<file path="src/rtl/sap_microsequencer.sv">
// ---------------------------------------------------------------------------
// sap_microsequencer
//
// Instruction sequencer and control-word generator for the 8-bit SAP CPU.
// Every instruction runs a common three-state fetch (T0..T2) and then only as
// many execute states as it needs. The instruction ends on its last useful
// T-state. Conditional jumps, load-immediate and run/pause/single-step
// operation are supported.
//
// Timing model:
//   * The T-state register (stage) advances on posedge clk.
//   * The control word and instr_done are decoded from the new stage and
//     registered on negedge clk. They are therefore stable around the
//     following posedge, where the datapath samples them.
//
// Parameters
//   OPCODE_W  opcode width (4..8). Opcodes with any bit above bit 3 set
//             decode as NOP.
//   EXT_EN    1: LDI/JC/JZ are enabled. 0: those opcodes decode as NOP.
//
// Ports
//   clk        in   system clock
//   rst_n      in   asynchronous active-low reset
//   opcode     in   IR opcode field (OPCODE_W bits), stable from T3 onward
//   flag_c     in   registered ALU carry flag
//   flag_z     in   registered ALU zero flag
//   run        in   1 = free-run; 0 = pause at the next instruction boundary
//   step       in   one-cycle pulse: run one instruction while paused
//   ctrl       out  16-bit control word (bit map in the localparams below)
//   stage      out  current T-state (0..5), 6 = IDLE, 7 = HALT
//   halted     out  1 while in HALT
//   instr_done out  high during the last T-state of each instruction
// ---------------------------------------------------------------------------
module sap_microsequencer #(
    parameter int OPCODE_W = 4,
    parameter bit EXT_EN   = 1'b1
) (
    input  logic                clk,
    input  logic                rst_n,
    input  logic [OPCODE_W-1:0] opcode,
    input  logic                flag_c,
    input  logic                flag_z,
    input  logic                run,
    input  logic                step,
    output logic [15:0]         ctrl,
    output logic [2:0]          stage,
    output logic                halted,
    output logic                instr_done
);

    // -----------------------------------------------------------------------
    // Control word bit positions
    // -----------------------------------------------------------------------
    localparam int B_FLAGS_LOAD      = 15;
    localparam int B_PC_INC          = 14;
    localparam int B_PC_EN           = 13;
    localparam int B_PC_LOAD         = 12;
    localparam int B_MAR_ADDR_LOAD_N = 11;
    localparam int B_MAR_MEM_LOAD_N  = 10;
    localparam int B_RAM_EN_N        = 9;
    localparam int B_RAM_LOAD_N      = 8;
    localparam int B_IR_LOAD_N       = 7;
    localparam int B_IR_EN_N         = 6;
    localparam int B_REGA_LOAD_N     = 5;
    localparam int B_REGA_EN         = 4;
    localparam int B_ADDER_SUB       = 3;
    localparam int B_REGB_EN         = 2;
    localparam int B_REGB_LOAD_N     = 1;
    localparam int B_OUT_LOAD_N      = 0;

    // All active-low strobes deasserted, all active-high strobes low.
    localparam logic [15:0] CTRL_NOP = 16'h0FE3;

    // -----------------------------------------------------------------------
    // Opcodes
    // -----------------------------------------------------------------------
    localparam logic [3:0] OP_HLT = 4'h0;
    localparam logic [3:0] OP_NOP = 4'h1;
    localparam logic [3:0] OP_ADD = 4'h2;
    localparam logic [3:0] OP_SUB = 4'h3;
    localparam logic [3:0] OP_LDA = 4'h4;
    localparam logic [3:0] OP_OUT = 4'h5;
    localparam logic [3:0] OP_STA = 4'h6;
    localparam logic [3:0] OP_JMP = 4'h7;
    localparam logic [3:0] OP_LDI = 4'h8;
    localparam logic [3:0] OP_JC  = 4'h9;
    localparam logic [3:0] OP_JZ  = 4'hA;

    // -----------------------------------------------------------------------
    // T-state encoding
    // -----------------------------------------------------------------------
    typedef enum logic [2:0] {
        ST_T0   = 3'd0,
        ST_T1   = 3'd1,
        ST_T2   = 3'd2,
        ST_T3   = 3'd3,
        ST_T4   = 3'd4,
        ST_T5   = 3'd5,
        ST_IDLE = 3'd6,
        ST_HALT = 3'd7
    } stage_t;

    stage_t     stage_reg;
    stage_t     stage_next;
    stage_t     last_stage;

    logic       step_pending_reg;
    logic       step_pending_next;
    logic       cond_c_reg;
    logic       cond_z_reg;

    logic       high_bits_set;
    logic [3:0] op_eff;
    logic       leave_idle;
    logic       enter_t3;

    logic [15:0] ctrl_reg;
    logic [15:0] ctrl_dec;
    logic        done_reg;
    logic        done_dec;

    // -----------------------------------------------------------------------
    // Opcode normalisation: anything outside the implemented set becomes NOP
    // so that the rest of the decoder only ever sees legal 4-bit opcodes.
    // -----------------------------------------------------------------------
    generate
        if (OPCODE_W > 4) begin : g_wide_opcode
            assign high_bits_set = |opcode[OPCODE_W-1:4];
        end else begin : g_narrow_opcode
            assign high_bits_set = 1'b0;
        end
    endgenerate

    always_comb begin
        op_eff = opcode[3:0];
        if (high_bits_set) begin
            op_eff = OP_NOP;
        end else if (opcode[3:0] > OP_JZ) begin
            op_eff = OP_NOP;
        end else if (!EXT_EN && (opcode[3:0] >= OP_LDI)) begin
            op_eff = OP_NOP;
        end
    end

    // Last useful T-state of the current instruction.
    always_comb begin
        last_stage = ST_T2;
        case (op_eff)
            OP_HLT:         last_stage = ST_T3;
            OP_NOP:         last_stage = ST_T2;
            OP_ADD, OP_SUB: last_stage = ST_T5;
            OP_LDA:         last_stage = ST_T4;
            OP_OUT:         last_stage = ST_T3;
            OP_STA:         last_stage = ST_T5;
            OP_JMP:         last_stage = ST_T3;
            OP_LDI:         last_stage = ST_T3;
            OP_JC, OP_JZ:   last_stage = ST_T3;
            default:        last_stage = ST_T2;
        endcase
    end

    // -----------------------------------------------------------------------
    // Next-state logic
    // -----------------------------------------------------------------------
    always_comb begin
        stage_next = ST_IDLE;
        case (stage_reg)
            ST_IDLE: begin
                stage_next = (run || step_pending_reg) ? ST_T0 : ST_IDLE;
            end
            ST_HALT: begin
                // Only rst_n leaves HALT.
                stage_next = ST_HALT;
            end
            ST_T0, ST_T1, ST_T2, ST_T3, ST_T4, ST_T5: begin
                if (stage_reg == last_stage) begin
                    if (op_eff == OP_HLT) begin
                        stage_next = ST_HALT;
                    end else begin
                        stage_next = run ? ST_T0 : ST_IDLE;
                    end
                end else begin
                    case (stage_reg)
                        ST_T0:   stage_next = ST_T1;
                        ST_T1:   stage_next = ST_T2;
                        ST_T2:   stage_next = ST_T3;
                        ST_T3:   stage_next = ST_T4;
                        ST_T4:   stage_next = ST_T5;
                        default: stage_next = ST_IDLE;
                    endcase
                end
            end
            default: stage_next = ST_IDLE;
        endcase
    end

    assign leave_idle = (stage_reg == ST_IDLE) && (stage_stage_is_t0(stage_next));
    assign enter_t3   = (stage_reg == ST_T2) && (stage_next == ST_T3);

    // A step arriving in the same cycle the sequencer leaves IDLE is kept for
    // the next boundary instead of being lost. Steps are ignored in HALT.
    always_comb begin
        step_pending_next = leave_idle ? 1'b0 : step_pending_reg;
        if (step && (stage_reg != ST_HALT)) begin
            step_pending_next = 1'b1;
        end
    end

    function automatic logic stage_stage_is_t0(input stage_t s);
        return s == ST_T0;
    endfunction

    // -----------------------------------------------------------------------
    // Stage register and flag capture (posedge)
    // -----------------------------------------------------------------------
    always_ff @(posedge clk or negedge rst_n) begin
        if (!rst_n) begin
            stage_reg        <= ST_IDLE;
            step_pending_reg <= 1'b0;
            cond_c_reg       <= 1'b0;
            cond_z_reg       <= 1'b0;
        end else begin
            stage_reg        <= stage_next;
            step_pending_reg <= step_pending_next;
            // The jump condition is the flag value at the edge entering T3;
            // later flag changes must not affect a jump already in progress.
            if (enter_t3) begin
                cond_c_reg <= flag_c;
                cond_z_reg <= flag_z;
            end
        end
    end

    // -----------------------------------------------------------------------
    // Control-word decode from the current stage
    // -----------------------------------------------------------------------
    always_comb begin
        ctrl_dec = CTRL_NOP;
        done_dec = 1'b0;
        case (stage_reg)
            ST_T0: begin
                ctrl_dec[B_PC_EN]           = 1'b1;
                ctrl_dec[B_MAR_ADDR_LOAD_N] = 1'b0;
            end
            ST_T1: begin
                // HLT must leave the PC pointing at itself.
                if (op_eff != OP_HLT) begin
                    ctrl_dec[B_PC_INC] = 1'b1;
                end
            end
            ST_T2: begin
                ctrl_dec[B_RAM_EN_N]  = 1'b0;
                ctrl_dec[B_IR_LOAD_N] = 1'b0;
            end
            ST_T3: begin
                case (op_eff)
                    OP_ADD, OP_SUB, OP_LDA, OP_STA: begin
                        ctrl_dec[B_IR_EN_N]         = 1'b0;
                        ctrl_dec[B_MAR_ADDR_LOAD_N] = 1'b0;
                    end
                    OP_OUT: begin
                        ctrl_dec[B_REGA_EN]    = 1'b1;
                        ctrl_dec[B_OUT_LOAD_N] = 1'b0;
                    end
                    OP_JMP: begin
                        ctrl_dec[B_IR_EN_N]  = 1'b0;
                        ctrl_dec[B_PC_LOAD]  = 1'b1;
                    end
                    OP_LDI: begin
                        ctrl_dec[B_IR_EN_N]     = 1'b0;
                        ctrl_dec[B_REGA_LOAD_N] = 1'b0;
                    end
                    OP_JC: begin
                        ctrl_dec[B_IR_EN_N] = 1'b0;
                        ctrl_dec[B_PC_LOAD] = cond_c_reg;
                    end
                    OP_JZ: begin
                        ctrl_dec[B_IR_EN_N] = 1'b0;
                        ctrl_dec[B_PC_LOAD] = cond_z_reg;
                    end
                    default: ctrl_dec = CTRL_NOP;
                endcase
            end
            ST_T4: begin
                case (op_eff)
                    OP_ADD, OP_SUB: begin
                        ctrl_dec[B_RAM_EN_N]    = 1'b0;
                        ctrl_dec[B_REGB_LOAD_N] = 1'b0;
                    end
                    OP_LDA: begin
                        ctrl_dec[B_RAM_EN_N]    = 1'b0;
                        ctrl_dec[B_REGA_LOAD_N] = 1'b0;
                    end
                    OP_STA: begin
                        ctrl_dec[B_REGA_EN]        = 1'b1;
                        ctrl_dec[B_MAR_MEM_LOAD_N] = 1'b0;
                    end
                    default: ctrl_dec = CTRL_NOP;
                endcase
            end
            ST_T5: begin
                case (op_eff)
                    OP_ADD, OP_SUB: begin
                        ctrl_dec[B_REGB_EN]     = 1'b1;
                        ctrl_dec[B_REGA_LOAD_N] = 1'b0;
                        ctrl_dec[B_FLAGS_LOAD]  = 1'b1;
                        ctrl_dec[B_ADDER_SUB]   = (op_eff == OP_SUB);
                    end
                    OP_STA: begin
                        ctrl_dec[B_RAM_LOAD_N] = 1'b0;
                    end
                    default: ctrl_dec = CTRL_NOP;
                endcase
            end
            default: ctrl_dec = CTRL_NOP;
        endcase

        if ((stage_reg <= ST_T5) && (stage_reg == last_stage)) begin
            done_dec = 1'b1;
        end
    end

    // -----------------------------------------------------------------------
    // Output register (negedge): holds the word steady across the posedge
    // where the datapath consumes it.
    // -----------------------------------------------------------------------
    always_ff @(negedge clk or negedge rst_n) begin
        if (!rst_n) begin
            ctrl_reg <= CTRL_NOP;
            done_reg <= 1'b0;
        end else begin
            ctrl_reg <= ctrl_dec;
            done_reg <= done_dec;
        end
    end

    assign ctrl       = ctrl_reg;
    assign instr_done = done_reg;
    assign stage      = stage_reg;
    assign halted     = (stage_reg == ST_HALT);

endmodule

</file>
<file path="config.mk">
export PLATFORM = sky130hd
export DESIGN_NAME = sap_microsequencer
export DESIGN_NICKNAME = d
export VERILOG_FILES = /design/src/rtl/sap_microsequencer.sv
export SDC_FILE = /design/constraint.sdc
export NUM_CORES = 1
export LEC_CHECK = 0
export ABC_CLOCK_PERIOD_IN_PS = 1700
export BUFFER_PORTS_ARGS = -buffer_cell sky130_fd_sc_hd__buf_2
export CORE_AREA = 3 3 71 46
export DETAILED_ROUTE_END_ITERATION = 16
export DIE_AREA = 0 0 74 49
export PLACE_DENSITY = 0.68
export SYNTH_ARGS = -nofsm -noshare
export SYNTH_HDL_FRONTEND = slang
export SYNTH_SLANG_ARGS = --single-unit
</file>
<file path="constraint.sdc">
create_clock -name clk -period 1.7 [get_ports clk]
set_input_delay 0 -clock clk [delete_from_list [all_inputs] [get_ports clk]]
set_output_delay 0 -clock clk [all_outputs]
set_load 0.1 [all_outputs]
</file>
==> key figures, run 1 <==
Clock tree
  – H-Tree Depth: 1
  – Clock root buffer: clkbuf_8
  – Max clock buf depth: 2
  – TritonCTS Buffers: 3
  – CTS Sinks: 22
  – CTS tree: built
  – Later-pin clock latency in the skew report: 340 ps
  – Clk slew on worst S/H paths: 90 ps

Die
  – Initial Util: between 40% and 50%
  – Site Rows: 14
  – Die X: 74 um
  – Core area: 2570 sq um
  – Die Footprint: 3630 sq um
  – Die height: about 50 um
  – Io pins: 31

Timing
  – Worst-margin pin slew: between 500 and 600 ps
  – Final hold vios: 0
  – Worst slew margin: between 60 and 70%
  – Slew Viols, Final: 0
  – RSZ-0062 raised after global routing: true
  – Final setup vio count: 34
  – Setup TNS: -7160 ps
  – Post-route setup slack: -409 ps
  – Setup Skew: 64.6 ps

GRT
  – Initial antenna violation count: 0
  – First-pass GRT wire length: approximately 5.9 mm
  – Vias in the first global route: between 1000 and 1500
  – Grt total ovfl: 0
  – Gr usage total: 21.3%
  – Largest net degree at the start of global routing: 23

Synthesis
  – Post-synthesis xor/xnor area fraction: 1.48%
  – Largest family of logic cells by synthesized area: simple AND/OR/NAND/NOR gates
  – Post-synth EDFFs: 0
  – Fraction of registers with async set or reset after synthesis: between 90% and 100%
  – Count of cell types in the netlist: 39
  – Dominant register cell in the synthesized netlist: dfstp_2
  – Mean area per synthesized cell: 9.44 sq um
  – Post-Synth Adder-Cell Area: 0%
  – Synth Cell Area: 1180 sq um
  – Post-synthesis mux area share: 4.24%
  – Area fraction in compound gates after synthesis: 17.4%
  – Area leader, netlist: dfstp_2
  – Synth cell count leaders: 11 x dfstp_2, 11 x nor2_1, 9 x a21oi_1, 9 x nand2_1
  – Synth area leaders: dfstp_2 24%, dfrtn_1 15%, dfrtp_1 8.5%
  – Syn_nets: 135
  – Simple-gate share of the synthesized area: about 24%
  – #FFs+latches synth: 22
  – Yosys warnings: 0
  – Synth Instances: 125
  – Register area share after synthesis: 47.8%
  – Synth top area share: roughly a quarter

Route
  – Routed Antenna Nets: 0
  – Iter 0 DRT Violations: 76
  – Post-Route WL: 4.24 mm
  – Drc violations: 0
  – Mean number of vias per cell: 5.64
  – DR vias: 1291
  – Drt wl/cell: 18.5 um
  – DRT Pass-1 Iters: 4

Cells and area
  – Non-filler instance count after layout: around 230
  – Final #Nets: 208
  – Area grow syn2layout: 80.0%
  – Max reg flops: 15
  – Antenna Cells: 0
  – Share of cells above drive strength 1: approximately half

Placement
  – DP HPWL: 2.58 mm
  – RePlAce Congestion: 0.881
  – IO Port Bufs: 30
  – Placed insts: 203

Power
  – Leakage power: 0.000983 uW
  – Peak VDD IR: roughly 1.5 mV
  – Design Power: 4050 uW
  – PD cells: 1910 nW/um^2

Critical path
  – CP arrival: 1490 ps
  – Buf/Inv on CP: 0
  – Required @ worst endpoint: 1080 ps
  – CP Capture Type: flip-flop
  – Top delay family on crit path: flip-flops
  – Critical path launch point type: flip-flop
  – Slowest library cell on the worst path: dfstp_4
  – Setup CP Type: flip-flop to flip-flop
  – CP peak stage delay: 680 ps
  – CP Max Fanout: 7
  – Crit-path cells: nor2b_4 -> and2_4 -> nand4b_1
  – Flop2flop setup slack: -410 ps

Run status
  – Status: finished, violations left
  – Failing checks: setup timing

Hold path
  – Min-Delay Path Class: primary input to flip-flop

Run
  – Max-cap violations: 0
==> tightest hold or removal path: stages <==
cell and delay (ps):
buf_2 110, nand2_1 70, o31a_1 150
==> where the power goes <==
group / switching [uW] / total, uW / internal, uW
logic: 1590 / 2670 / 1090
clock network: 246 / 443 / 197
registers: 183 / 931 / 748
total: 2020 / 4050 / 2030
==> per-stage QoR <==
| step | utilization [%] | cell area [sq um] | setup WS, ps | hold WS [ps] |
|---|---|---|---|---|
| 6_report | 82.5 | 2120 | -409 | 96.3 |
| 2_1_floorplan | - | 1240 | -628 | -296 |
| 5_1_grt | 82.5 | 2120 | -465 | 99.1 |
| 3_5_place_dp | 69.8 | 1800 | -363 | -12.3 |
| 4_1_cts | 76.7 | 1980 | -344 | 80.8 |
| 3_3_place_gp | 69.8 | 1800 | -336 | -20.5 |
==> path summary, 6_finish.rpt <==
path / start / end / cells after the start
hold / removal: run / stage[1] / 3
max in group asynchronous: rst_n / ctrl[10] / 2
hold reg to reg: cond_z_reg / cond_z_reg / 1
min in group asynchronous: rst_n / stage[0] / 2
setup reg to reg: stage[1] / ctrl[0] / 3
setup / recovery: stage[1] / ctrl[0] / 3
==> cell type report <==
cell class | instances | area [sq um]
clock inverters | 10 | 42.5
clock buffers | 3 | 41.3
fillers | 141 | 452
repair buffers | 71 | 759
multi-input cells | 91 | 664
flip-flops and latches | 22 | 576
well taps | 32 | 40.0
==> repair_timing <==
action                                 in CTS  in global routing
endpoints found under the hold margin       7                  0
hold buffers                                4                  0
gates resized for setup                    10                 18
pin swaps                                   5                  8
setup endpoints to repair                  34                 34
buffers inserted                            2                  8
gates cloned                                0                  0
==> cell families after synthesis <==
group,count (synthesis)
simple gates,53
xor+xnor,2
flops,22
buf+inv,12
compound gates,32
mux,4
==> cell usage in the layout, fill, tap and decap left out, drive strengths merged, types with 2 or more instances in the layout <==
master	n
nand3	3
dfrtn	7
xnor2	2
clkbuf	3
nor3	4
and3	2
nand2	9
nor3b	2
dlygate4sd3	4
nor4b	2
a21oi	9
mux2i	2
nand2b	6
a21o	3
and2	3
nor2b	7
mux2	2
a31oi	3
o211ai	2
buf	67
inv	9
dfrtp	4
nor2	11
o21ai	6
dfstp	11
==> layer usage <==
metal  global-route usage [%]  vias to the layer above  routed length (um)  part of all wire [%]
li1                         -                      583                   -                     -
met1                     28.0                      621                1770                    42
met2                     33.2                       77                2060                    48
met3                     5.14                       10                 332                   7.8
met4                     8.73                        0                  83                   2.0
met5                        0                        -                   0                     0
(Power assumes the default switching activity.)
==> run 2: changes to the inputs <==
--- a/config.mk
+++ b/config.mk
@@ -8,9 +8,11 @@
 export ABC_CLOCK_PERIOD_IN_PS = 1700
 export BUFFER_PORTS_ARGS = -buffer_cell sky130_fd_sc_hd__buf_2
 export CORE_AREA = 3 3 71 46
+export CTS_BUF_LIST = sky130_fd_sc_hd__clkbuf_2
 export DETAILED_ROUTE_END_ITERATION = 16
 export DIE_AREA = 0 0 74 49
 export PLACE_DENSITY = 0.68
+export REMOVE_ABC_BUFFERS = 1
 export SYNTH_ARGS = -nofsm -noshare
 export SYNTH_HDL_FRONTEND = slang
 export SYNTH_SLANG_ARGS = --single-unit
==> key figures, run 2 (synthesized netlist as in run 1, its figures left out) <==
Run status
  – Status: finished, violations left
  – Failing checks: setup timing

Critical path
  – Flop2flop setup slack: -380 ps (+30 ps)
  – Crit-path cells: nor2b_2 -> and2_4 -> nand4b_1 -> nand2_1
  – Buf/Inv on CP: 0 (unchanged)
  – CP Max Fanout: 6 (-1)
  – Setup CP Type: flip-flop to flip-flop
  – Slowest library cell on the worst path: dfstp_2
  – Crit Reg-Reg Startpoint: stage[2]
  – Critical path launch point type: flip-flop
  – CP Capture Type: flip-flop
  – CP peak stage delay: 630 ps (-50 ps)
  – RR Endpoint: ctrl[4]
  – Worst reg2reg path depth: 4 (+1)
  – Required @ worst endpoint: 1040 ps (-40 ps)
  – CP arrival: 1420 ps (-70 ps)
  – Top delay family on crit path: flip-flops

GRT
  – Grt total ovfl: 0 (unchanged)
  – Vias in the first global route: 1192 (-3.9%)
  – Largest net degree at the start of global routing: 23 (unchanged)
  – Initial antenna violation count: 0 (unchanged)
  – Gr usage total: 21.1% (-0.20 points)
  – First-pass GRT wire length: 5.87 mm (-1.1%)

Die
  – Initial Util: 45.8% (unchanged)
  – Die X: 74 um (unchanged)
  – Die Footprint: 3630 sq um (unchanged)
  – Site Rows: 14 (unchanged)
  – Die height: 49 um (unchanged)
  – Core area: 2570 sq um (unchanged)
  – Io pins: 31 (unchanged)

Placement
  – RePlAce Congestion: 0.941 (+6.7%)
  – IO Port Bufs: 30 (unchanged)
  – Setup WS pre-CTS: -457 ps (-94.3 ps)
  – DP HPWL: 2.46 mm (-4.5%)
  – Placement-stage cell area: 1800 sq um (+0.42%)

Clock tree
  – Clock root buffer: clkbuf_2
  – CTS Sinks: 22 (unchanged)
  – Max clock buf depth: 2 (unchanged)
  – H-Tree Depth: 1 (unchanged)
  – Later-pin clock latency in the skew report: 410 ps (+70 ps)
  – CTS tree: built
  – TritonCTS Buffers: 3 (unchanged)
  – Clk slew on worst S/H paths: 240 ps (+150 ps)

Timing
  – Final hold vios: 0 (unchanged)
  – Slew Viols, Final: 0 (unchanged)
  – Worst slew margin: 67.7% (+1.6 points)
  – Post-route setup slack: -382 ps (+27.3 ps)
  – Setup Skew: 54.6 ps (-10.1 ps)
  – Final setup vio count: 33 (-2.9%)
  – RSZ-0062 raised after global routing: true
  – Fin Hold WS: 101 ps (+4.65 ps)
  – Worst-margin pin slew: 484 ps (-23.8 ps)

Cells and area
  – Final Cell Area: 2140 sq um (+0.88%)
  – Most frequent cells in the layout: 34 x buf_4, 20 x buf_12, 11 x dfstp_2
  – Post-Route Utilization: 83.2% (+0.73 points)
  – Final #Nets: 213 (+2.4%)
  – Max reg flops: 15 (unchanged)
  – Area grow syn2layout: 81.5%
  – Commonest non-fill, non-tap cell in the layout: buf_4
  – Antenna Cells: 0 (unchanged)
  – Share of cells above drive strength 1: 50.0% (-1.3 points)

Power
  – Leakage power: 0.00101 uW (+2.2%)
  – PD cells: 1840 nW/um^2 (-3.7%)
  – Peak VDD IR: 1.37 mV (-11%)

Route
  – DR vias: 1331 (+3.1%)
  – Drc violations: 0 (unchanged)
  – Mean number of vias per cell: 5.69 (+0.90%)
  – Iter 0 DRT Violations: 118 (+55%)
  – Drt wl/cell: 17.4 um (-6.2%)
  – DRT Pass-1 Iters: 5 (+1)
  – Routed Antenna Nets: 0 (unchanged)
  – Post-Route WL: 4.07 mm (-4.1%)

Hold path
  – Min-Delay Path Class: primary input to asynchronous set/reset pin

Run
  – Max-cap violations: 0 (unchanged)
[run 2: changes by cell type in the layout (fill, tap and decap cells not counted), moves of 3 or more]
cell	delta
buf_6	-5
clkbuf_8	-3
buf_12	+3
clkbuf_2	+3
buf_4	+5
[run 2: area by class of cell]
cell class / count / area (sq um)
clock buffers: 3 / 15.0
clock inverters: 10 / 40.0
fillers: 151 / 433
multi-input cells: 91 / 643
flip-flops and latches: 22 / 566
well taps: 32 / 40.0
repair buffers: 76 / 838
[run 2: stage by stage]
step	total power (uW)	cells	setup TNS (ps)
2_1_floorplan	2250	114	-17240
3_3_place_gp	3000	205	-4770
3_5_place_dp	3030	205	-5130
4_1_cts	3640	229	-7540
5_1_grt	4100	234	-10120
6_report	3930	234	-8330
[run 2: what timing repair did]
item                       CTS  global route
hold buffers                 5             0
gates resized for setup     26            12
pin swaps                    5             0
hold endpoints to repair    11             0
buffers inserted             7             5
setup endpoints to repair   33            35
[run 2: worst max path at each step]
stage	depth (start not counted)	endpoint	from
after detailed placement	3	ctrl[0]	stage[1]
final	4	ctrl[4]	stage[2]
after global routing	4	ctrl[14]	stage[2]
after CTS	4	ctrl[4]	stage[2]
after global placement	3	ctrl[0]	stage[1]
after floorplan	3	ctrl[5]	stage[0]
[run 2: worst register-to-register path: stages, from the launching register on]
cell	delay [ps]
dfstp_2	630
nor2b_2	60
and2_4	180
nand4b_1	130
nand2_1	70
[run 2: routing by layer]
layer / routed length, um / GRT usage, % / vias to the layer above
met4: 110 / 3.92 / 0
met2: 1940 / 34.6 / 79
met1: 1740 / 29.6 / 636
li1: - / - / 599
met5: 0 / 0 / -
met3: 272 / 3.09 / 17
[run 2: where the power goes]
part,internal [uW],switching (uW),total (uW)
Combinational,1140,1610,2750
Sequential,722,137,859
Clock,85.2,235,321
Total,1950,1980,3930
==> run 3: changes to the inputs <==
--- a/config.mk
+++ b/config.mk
@@ -7,12 +7,13 @@
 export LEC_CHECK = 0
 export ABC_CLOCK_PERIOD_IN_PS = 1700
 export BUFFER_PORTS_ARGS = -buffer_cell sky130_fd_sc_hd__buf_2
-export CORE_AREA = 3 3 71 46
+export CORE_AREA = 3 3 65 43
 export CTS_BUF_LIST = sky130_fd_sc_hd__clkbuf_2
 export DETAILED_ROUTE_END_ITERATION = 16
-export DIE_AREA = 0 0 74 49
-export PLACE_DENSITY = 0.68
+export DIE_AREA = 0 0 68 46
+export PLACE_DENSITY = 0.78
 export REMOVE_ABC_BUFFERS = 1
+export SLEW_MARGIN = 20
 export SYNTH_ARGS = -nofsm -noshare
 export SYNTH_HDL_FRONTEND = slang
 export SYNTH_SLANG_ARGS = --single-unit
==> key figures, run 3 <==
Clock tree
  – TritonCTS Buffers: 3 (unchanged)
  – Clock root buffer: clkbuf_2
  – CTS Sinks: 22 (unchanged)
  – H-Tree Depth: 1 (unchanged)
  – Max clock buf depth: 2 (unchanged)

Synthesis
  – Post-synthesis mux area share: 4.24% (unchanged)
  – #FFs+latches synth: 22 (unchanged)
  – Fraction of registers with async set or reset after synthesis: 100% (unchanged)
  – Synth Instances: 125 (unchanged)
  – Mean area per synthesized cell: 9.44 sq um (unchanged)
  – Count of cell types in the netlist: 39 (unchanged)
  – Synth Cell Area: 1180 sq um (unchanged)
  – Synth top area share: 24.5% (unchanged)
  – Synth area leaders: dfstp_2 24%, dfrtn_1 15%, dfrtp_1 8.5%
  – Simple-gate share of the synthesized area: 24.2% (unchanged)
  – Post-synthesis xor/xnor area fraction: 1.48% (unchanged)
  – Post-synth EDFFs: 0 (unchanged)
  – Synth cell count leaders: 11 x dfstp_2, 11 x nor2_1, 9 x a21oi_1, 9 x nand2_1
  – Area leader, netlist: dfstp_2
  – Dominant register cell in the synthesized netlist: dfstp_2
  – Post-Synth Adder-Cell Area: 0% (unchanged)
  – Area fraction in compound gates after synthesis: 17.4% (unchanged)
  – Largest family of logic cells by synthesized area: simple AND/OR/NAND/NOR gates
  – Yosys warnings: 0 (unchanged)
  – Register area share after synthesis: 47.8% (unchanged)

Placement
  – IO Port Bufs: 30 (unchanged)
  – RePlAce Congestion: 0.913 (-2.9%)
  – Placement-stage cell area: 1810 sq um (+0.14%)
  – Placed insts: 202 (-1.5%)
  – DP HPWL: 3.01 mm (+22%)

Run status
  – Stopped at: global routing (5_1_grt)
  – Status: aborted with a tool error
  – Err: [ERROR DPL-0033] detailed placement checks failed during check placement.

Timing
  – Worst_ep kind: sequential cell input
  – GR repair worst EP: ctrl[14]$_DFF_NN0_/D

Die
  – Site Rows: 13 (-1)
  – Initial Util: 54.1% (+8.3 points)
  – Die X: 68 um (-8.1%)
  – Die height: 46 um (-6.1%)
  – Io pins: 31 (unchanged)

GRT
  – Largest net degree at the start of global routing: 23
  – Initial antenna violation count: 2
## run 3: cell counts after synthesis
Identical to the previous run, type by type.
## run 3: metrics by stage
| stage | setup WS [ps] | TNS [ps] |
|---|---|---|
| after floorplan | -1030 | -17240 |
| after global placement | -352 | -4120 |
| after detailed placement | -489 | -5650 |
| after CTS | -361 | -8230 |
## run 3: logic make-up after synthesis
group                     Yosys count
muxes                               4
xor gates and xnor gates            2
and+or+nand+nor                    53
buffers and inverters              12
AOI/OAI and AO/OA                  32
DFF                                22
## run 3: repair_timing
item / CTS
hold buffers: 5
gates resized for setup: 24
pin swaps: 5
endpoints found under the setup margin: 33
setup buffers: 6
gates cloned: 0
endpoints found under the hold margin: 11
==> run 4: changes to the inputs <==
--- a/config.mk
+++ b/config.mk
@@ -7,11 +7,10 @@
 export LEC_CHECK = 0
 export ABC_CLOCK_PERIOD_IN_PS = 1700
 export BUFFER_PORTS_ARGS = -buffer_cell sky130_fd_sc_hd__buf_2
-export CORE_AREA = 3 3 65 43
-export CTS_BUF_LIST = sky130_fd_sc_hd__clkbuf_2
+export CORE_AREA = 3 3 64 66
 export DETAILED_ROUTE_END_ITERATION = 16
-export DIE_AREA = 0 0 68 46
-export PLACE_DENSITY = 0.78
+export DIE_AREA = 0 0 67 69
+export PLACE_DENSITY_LB_ADDON = 0.15
 export REMOVE_ABC_BUFFERS = 1
 export SLEW_MARGIN = 20
 export SYNTH_ARGS = -nofsm -noshare
==> key figures, run 4 (synthesized netlist as in run 1, its figures left out) <==
Placement
  – Placement-stage cell area: 1850 sq um (+2.6%)
  – IO Port Bufs: 30 (unchanged)
  – Placed insts: 225 (+11%)
  – RePlAce Congestion: 0.831 (-9.0%)
  – DP HPWL: 2.62 mm (-13%)

Clock tree
  – CTS Sinks: 22 (unchanged)
  – Clock root buffer: clkbuf_8
  – Max clock buf depth: 2 (unchanged)
  – CTS tree: built
  – TritonCTS Buffers: 3 (unchanged)
  – Later-pin clock latency in the skew report: 320 ps
  – H-Tree Depth: 1 (unchanged)
  – Clk slew on worst S/H paths: 80 ps

Die
  – Die Footprint: 4620 sq um
  – Core area: 3630 sq um
  – Die height: 69 um (+50%)
  – Initial Util: 32.5% (-22 points)
  – Die X: 67 um (-1.5%)
  – Io pins: 31 (unchanged)
  – Site Rows: 22 (+9)

Power
  – Leakage power: 0.000952 uW
  – PD cells: 1770 nW/um^2
  – Peak VDD IR: between 1.5 and 2 mV

GRT
  – Vias in the first global route: 1153
  – Grt total ovfl: 0
  – Gr usage total: 16.5%
  – GRT Max-Usage Layer: met2
  – First-pass GRT wire length: 5.89 mm
  – Met3 GRT Util: 1.95%
  – M2 GR Usage: ~28%
  – Initial antenna violation count: 0
  – Largest net degree at the start of global routing: 23
  – Grt met1 use: 21.0%

Critical path
  – CP Capture Type: flip-flop
  – CP peak stage delay: 560 ps
  – CP arrival: 1390 ps
  – Crit Reg-Reg Startpoint: stage[2]
  – RR Endpoint: ctrl[1]
  – CP Max Fanout: 4
  – Flop2flop setup slack: -300 ps
  – Crit-path cells: buf_6 -> nand2b_1 -> or4_1
  – Critical path launch point type: flip-flop
  – Setup CP Type: flip-flop to flip-flop
  – Required @ worst endpoint: around 1100 ps
  – Slowest library cell on the worst path: dfstp_2
  – Worst reg2reg path depth: 3

Cells and area
  – Max reg flops: 15
  – Final #Nets: 207
  – Final Cell Area: 2060 sq um
  – Area grow syn2layout: 74.9%
  – Most frequent cells in the layout: 34 x buf_4, 18 x buf_12, 13 x buf_2
  – Share of cells above drive strength 1: 46.9%
  – Multi-input gate area: ~630 sq um
  – Non-filler instance count after layout: about 240
  – Reg area: roughly 570 sq um
  – Post-Route Utilization: 56.8%
  – Commonest non-fill, non-tap cell in the layout: buf_4
  – Fill cells: 339
  – Antenna Cells: 0

Timing
  – RSZ-0062 raised after global routing: true
  – Worst slew margin: 68.4%
  – Setup Skew: about 62 ps
  – Slew Viols, Final: 0
  – Post-route setup slack: -304 ps
  – Final hold vios: 0
  – Worst-margin pin slew: 474 ps
  – Setup TNS: -5470 ps
  – Fin Hold WS: a little over 80 ps
  – Final setup vio count: 33

Run status
  – Failing checks: setup timing
  – Status: finished, violations left

Hold path
  – Hold Crit Depth: 3
  – Min-Delay Path Class: primary input to flip-flop
  – WHS Endpoint: stage[1]
  – Hold Startpoint: run

Route
  – Drc violations: 0
  – Mean number of vias per cell: roughly 4.9
  – Post-Route WL: 3.42 mm
  – Routed Antenna Nets: 0
  – DR vias: 1201
  – Drt wl/cell: 14.0 um
  – Iter 0 DRT Violations: 33
  – DRT Pass-1 Iters: 4

Run
  – Max-cap violations: 0
run 4: layer usage:
layer	routed length, um	vias to the layer above
li1	-	581
met1	1450	583
met2	1790	32
met3	136	5
met4	42	0
met5	0	-
run 4: worst max-delay path by stage:
stage,from,endpoint,cells past startpoint,slack (ps)
final,stage[2],ctrl[1],3,-300
after global routing,stage[2],ctrl[1],3,-350
after CTS,stage[2],ctrl[1],3,-310
after detailed placement,stage[1],ctrl[0],3,-490
after global placement,stage[2],ctrl[4],4,-430
after floorplan,stage[0],ctrl[5],3,-1030
run 4: final cells by class:
cell class | instances | share of cell area, %
Clock buffer | 4 | 2.18
Multi-Input combinational cell | 91 | 30.4
Clock inverter | 9 | 1.64
Sequential cell | 22 | 27.4
Tap cell | 48 | 2.91
Timing Repair Buffer | 70 | 35.5
run 4: power by group:
group          internal [uW]  switching [uW]
combinational            918            1470
clock                    195             212
sequential               724             129
total                   1840            1810
run 4: what timing repair did:
action,4_1_cts,5_1_grt
buffers inserted,2,1
endpoints found under the hold margin,7,0
hold buffers,4,0
resized for setup,12,3
endpoints found under the setup margin,33,33
pin swaps,2,0
run 4: per-stage QoR:
stage,worst slack [ps],total power [uW]
2_1_floorplan,-1030,2250
3_3_place_gp,-431,3090
3_5_place_dp,-487,3120
4_1_cts,-309,3640
5_1_grt,-353,3850
6_report,-304,3650
run 4: critical path, delay by kind of cell, from the launching register on:
| family | cells | cell delay (ps) |
|---|---|---|
| DFF | 1 | 560 |
| and+or+nand+nor | 2 | 450 |
| buffers and inverters | 1 | 110 |
